==> config.mk <==
export PLATFORM = sky130hd
export DESIGN_NAME = controller
export DESIGN_NICKNAME = d
export VERILOG_FILES = /design/src/rtl/controller.sv
export SDC_FILE = /design/constraint.sdc
export NUM_CORES = 1
export LEC_CHECK = 0
export CORE_AREA = 4 4 41 43
export CTS_BUF_LIST = sky130_fd_sc_hd__clkbuf_4 sky130_fd_sc_hd__clkbuf_8
export CTS_CLUSTER_DIAMETER = 150
export DETAILED_ROUTE_END_ITERATION = 7
export DIE_AREA = 0 0 45 47
export PLACE_DENSITY_LB_ADDON = 0.3
export SYNTH_ARGS = -nofsm -noshare
export SYNTH_HDL_FRONTEND = slang
export SYNTH_SLANG_ARGS = --single-unit
==> constraint.sdc <==
create_clock -name clk -period 1.95 [get_ports clk]
set_clock_uncertainty 0.15 [all_clocks]
set_input_delay 0.195 -clock clk [delete_from_list [all_inputs] [get_ports clk]]
set_output_delay 0.195 -clock clk [all_outputs]
set_load 0.02 [all_outputs]
==> src/rtl/controller.sv <==
// rtl/controller.sv - 8-phase sequencing FSM and strobe decoder for the 8-bit RISC CPU.
// Optional macro CTRL_HALT_FREEZE_EN: HLT parks the FSM in OP_ADDR until reset.
module controller (
   input  logic       clk,
   input  logic       rst,
   input  logic [2:0] opcode,
   input  logic       is_zero,
   output logic       sel,
   output logic       rd,
   output logic       ld_ir,
   output logic       halt,
   output logic       inc_pc,
   output logic       ld_ac,
   output logic       ld_pc,
   output logic       wr,
   output logic       data_e
);

   typedef enum logic [2:0] {
      INST_ADDR  = 3'd0,
      INST_FETCH = 3'd1,
      INST_LOAD  = 3'd2,
      IDLE       = 3'd3,
      OP_ADDR    = 3'd4,
      OP_FETCH   = 3'd5,
      ALU_OP     = 3'd6,
      STORE      = 3'd7
   } state_t;

   state_t r_state;
   logic   w_hlt, w_skz, w_sto, w_jmp, w_aluop;
   logic   w_freeze;

   // An unknown opcode falls to the default arm, so it decodes as nothing.
   always_comb begin
      w_hlt   = 1'b0;
      w_skz   = 1'b0;
      w_sto   = 1'b0;
      w_jmp   = 1'b0;
      w_aluop = 1'b0;
      case (opcode)
         3'b000:                         w_hlt   = 1'b1;
         3'b001:                         w_skz   = 1'b1;
         3'b010, 3'b011, 3'b100, 3'b101: w_aluop = 1'b1;
         3'b110:                         w_sto   = 1'b1;
         3'b111:                         w_jmp   = 1'b1;
         default:                        w_aluop = 1'b0;
      endcase
   end

`ifdef CTRL_HALT_FREEZE_EN
   logic r_frozen;

   assign w_freeze = r_frozen || (r_state == OP_ADDR && w_hlt);

   always_ff @(posedge clk or negedge rst) begin
      if (!rst) begin
         r_state  <= INST_ADDR;
         r_frozen <= 1'b0;
      end else if (w_freeze) begin
         r_frozen <= 1'b1;
      end else begin
         r_state <= (r_state == STORE) ? INST_ADDR : state_t'(r_state + 3'd1);
      end
   end
`else
   assign w_freeze = 1'b0;

   always_ff @(posedge clk or negedge rst) begin
      if (!rst) begin
         r_state <= INST_ADDR;
      end else begin
         r_state <= (r_state == STORE) ? INST_ADDR : state_t'(r_state + 3'd1);
      end
   end
`endif

   always_comb begin
      sel    = 1'b0;
      rd     = 1'b0;
      ld_ir  = 1'b0;
      halt   = 1'b0;
      inc_pc = 1'b0;
      ld_ac  = 1'b0;
      ld_pc  = 1'b0;
      wr     = 1'b0;
      data_e = 1'b0;
      if (w_freeze) begin
         halt = 1'b1;
      end else begin
         case (r_state)
            INST_ADDR:  sel = 1'b1;
            INST_FETCH: begin
               sel = 1'b1;
               rd  = 1'b1;
            end
            INST_LOAD, IDLE: begin
               sel   = 1'b1;
               rd    = 1'b1;
               ld_ir = 1'b1;
            end
            OP_ADDR: begin
               inc_pc = 1'b1;
               halt   = w_hlt;
            end
            OP_FETCH:   rd = w_aluop;
            ALU_OP: begin
               rd     = w_aluop;
               inc_pc = w_skz && is_zero;
               ld_pc  = w_jmp;
               data_e = w_sto;
            end
            STORE: begin
               rd     = w_aluop;
               ld_ac  = w_aluop;
               ld_pc  = w_jmp;
               wr     = w_sto;
               data_e = w_sto;
            end
            default: sel = 1'b0;
         endcase
      end
   end

endmodule

==> results.cfg, run 1 <==
[yosys]
yosys_warnings = 0
number_of_different_library_cells_in_the_post_synthesis_netlist = 17
post_synth_instance_area_sq_um = 294.0
ys_seq_area_share_pct = 25.53
net_count_after_synthesis = 47
syn_avg_cell_area_sq_um = 8.648
ys_ff_latch = 3
post_syn_instances = 34

[clock_network]
h-tree-depth = 1
cts_sinks = 3
cts.path.max_buffers = 2
tritoncts = done
cts_clock_pin_slew_for_the_worst_setup_and_hold_paths_ps = 40
ctsRootBufferMaster = sky130_fd_sc_hd__clkbuf_4
worstSkewPairLatency_ps = 230
cts-buffers-inserted = 3

[critical_path]
cp_data_required_time_ps = 1600
cp.arrival_ps = 1510
timing.critical_path.fanout_max = 5
startpoint_type = register
crit_path_end_kind = output pin
worstSetupPathType = register to output pin
worst-r2r-setup-slack_ps = 690

[floorplan]
initial_utilization_pct = 22.60
cell_rows = 13
die-area_sq_um = 2115
floorplan.die.height_microns = 47
die-width_microns = 45
num_io_pins = 15
core-area_sq_um = 1301

[routing]
first_pass_iters = 3
routed-wl-met3_microns = 76
drt_iter0_drc = 4
ant_nets = 0
top_layer = met3
met2RoutedLength_microns = 347
postRouteWirelength_microns = 744
routedLengthMet1_microns = 320
wl_per_cell_microns = 9.538
drc_errors = 0
route.vias.total = 328
vias_per_cell = 4.205

[grt]
grt_first_pass_wirelength_microns = 1145
number_of_global_route_vias_before_repair = 293
global_route.overflow_total = 0
grt_use_total_pct = 7.290
grt_antenna_before_repair = 0
grt_start_max_net_pins = 6

[place]
portBuffers = 14
routabilityCongestion = 0.6744
detailed_place_hpwl_microns = 614.4

[worst_hold_path]
hold_class = register to register

[sta]
finalCritPeriodShare_pct = 94.89
achievable-frequency_mhz = 540.4
layout_min_cycle_time_ps = 1850
setup_viol_count_final = 0
final_max_slew_viol_count = 0
fin_tns_setup_ps = 0
number_of_hold_violations_in_the_final_report = 0
max_slew_margin_pct = 83.22
worst_slew_pin_slew_ps = 249.5

[final_layout]
top_register = r_state
utilization_pct = 41.83
final_cell_mix = 10 x sky130_fd_sc_hd__buf_4, 6 x sky130_fd_sc_hd__buf_2, 5 x sky130_fd_sc_hd__inv_1, 5 x sky130_fd_sc_hd__clkdlybuf4s50_1
final_nets = 77
mostFrequentLayoutCell = sky130_fd_sc_hd__buf_4
fraction_of_layout_instances_using_a_drive_strength_above_1_pct = 44.44
largest_register_ffs = 3
area_growth_syn_to_layout_pct = 85.11
largest_registers = r_state x3
n_antenna_cell = 0

[power_and_ir_drop]
p_total_w = 0.0002077
irDropWorstVdd_uv = 299.5
leak_nw = 0.2814
pwr_density_cell_nw_per_um2 = 381.6

[job]
maxCapViolCount = 0

[run_status]
outcome = finished clean
## synthesized netlist by cell type
library cell	n	area [sq um]
sky130_fd_sc_hd__ha_1	7	87.58
sky130_fd_sc_hd__inv_1	5	18.77
sky130_fd_sc_hd__a41oi_1	1	8.760
sky130_fd_sc_hd__and2_2	1	7.510
sky130_fd_sc_hd__nor3_1	1	5.000
sky130_fd_sc_hd__a21o_1	1	7.510
sky130_fd_sc_hd__a21oi_1	1	5.000
sky130_fd_sc_hd__o31ai_1	1	7.510
sky130_fd_sc_hd__xor2_1	1	8.760
sky130_fd_sc_hd__nor3b_1	2	15.01
sky130_fd_sc_hd__dfrtp_1	3	75.07
sky130_fd_sc_hd__a31oi_1	1	6.260
sky130_fd_sc_hd__nor4_1	1	6.260
sky130_fd_sc_hd__nor2_1	4	15.01
sky130_fd_sc_hd__o21bai_1	1	7.510
sky130_fd_sc_hd__nand2_1	2	7.510
sky130_fd_sc_hd__o21ai_0	1	5.000
## final cells by class
cell class | instances | area [sq um]
well taps | 15 | 18.77
repair buffers | 25 | 185.2
inverters | 5 | 18.77
flip-flops and latches | 3 | 75.07
multi-input cells | 26 | 216.5
fillers | 150 | 757.0
clock buffers | 4 | 30.03
## kinds of logic (layout without fill, tap and decap cells)
| kind of cell | Yosys count | after routing | synth area share (%) |
|---|---|---|---|
| AND/OR/NAND/NOR | 11 | 11 | 19.15 |
| flip-flops | 3 | 3 | 25.53 |
| buffers and inverters | 5 | 34 | 6.384 |
| adder cells (fa/ha/maj) | 7 | 7 | 29.79 |
| AO/OA/AOI/OAI | 7 | 7 | 16.17 |
| XOR/XNOR | 1 | 1 | 2.979 |
## layer usage
metal	up-vias	GRT usage, %
met5	-	0
met4	0	5.263
met3	0	1.533
met2	12	12.99
met1	142	7.569
li1	174	-
## metrics by stage
step	setup slack, ps	hold slack (ps)	instance area (sq um)	cells
3_3_place_gp	-128.4	234.1	528.0	73
5_1_grt	-8.500	355.2	544.3	78
2_1_floorplan	257.0	-250.6	294.0	34
6_report	99.65	329.2	544.3	78
3_5_place_dp	-163.8	237.0	528.0	73
4_1_cts	0.9482	325.1	559.3	78
## repair_timing
action,CTS,global route
resized for setup,29,13
buffers inserted,0,0
hold buffers,1,0
endpoints found under the hold margin,3,0
setup endpoints to repair,9,7
## final timing paths
path                                 start    endpoint  cells after the start
worst min-delay path            r_state[0]  r_state[0]                      1
worst max-delay path            r_state[0]      inc_pc                      5
worst min register to register  r_state[0]  r_state[0]                      1
max in group asynchronous              rst  r_state[2]                      2
min in group asynchronous              rst  r_state[0]                      2
worst max register to register  r_state[0]  r_state[0]                      4
## where the power goes
group,internal [W],switching [W],total (W)
clock,0.0000904,0.0000306,0.000121
sequential,0.0000626,0,0.0000626
combinational,0.0000155,0.00000856,0.0000241
## worst max-delay path, stage by stage, from the launching register on
cell,delay (ps)
sky130_fd_sc_hd__dfrtp_1,400
sky130_fd_sc_hd__inv_1,110
sky130_fd_sc_hd__ha_2,240
sky130_fd_sc_hd__a41oi_1,120
sky130_fd_sc_hd__nor2_1,100
sky130_fd_sc_hd__clkdlybuf4s15_1,300
Note: power is estimated with default switching activity, not from simulation.
==> run 2: changes to the inputs <==
- CTS_CLUSTER_SIZE: default -> 40
==> results of run 2 <==
Final layout, timing and power as in run 1 (identical DEF).
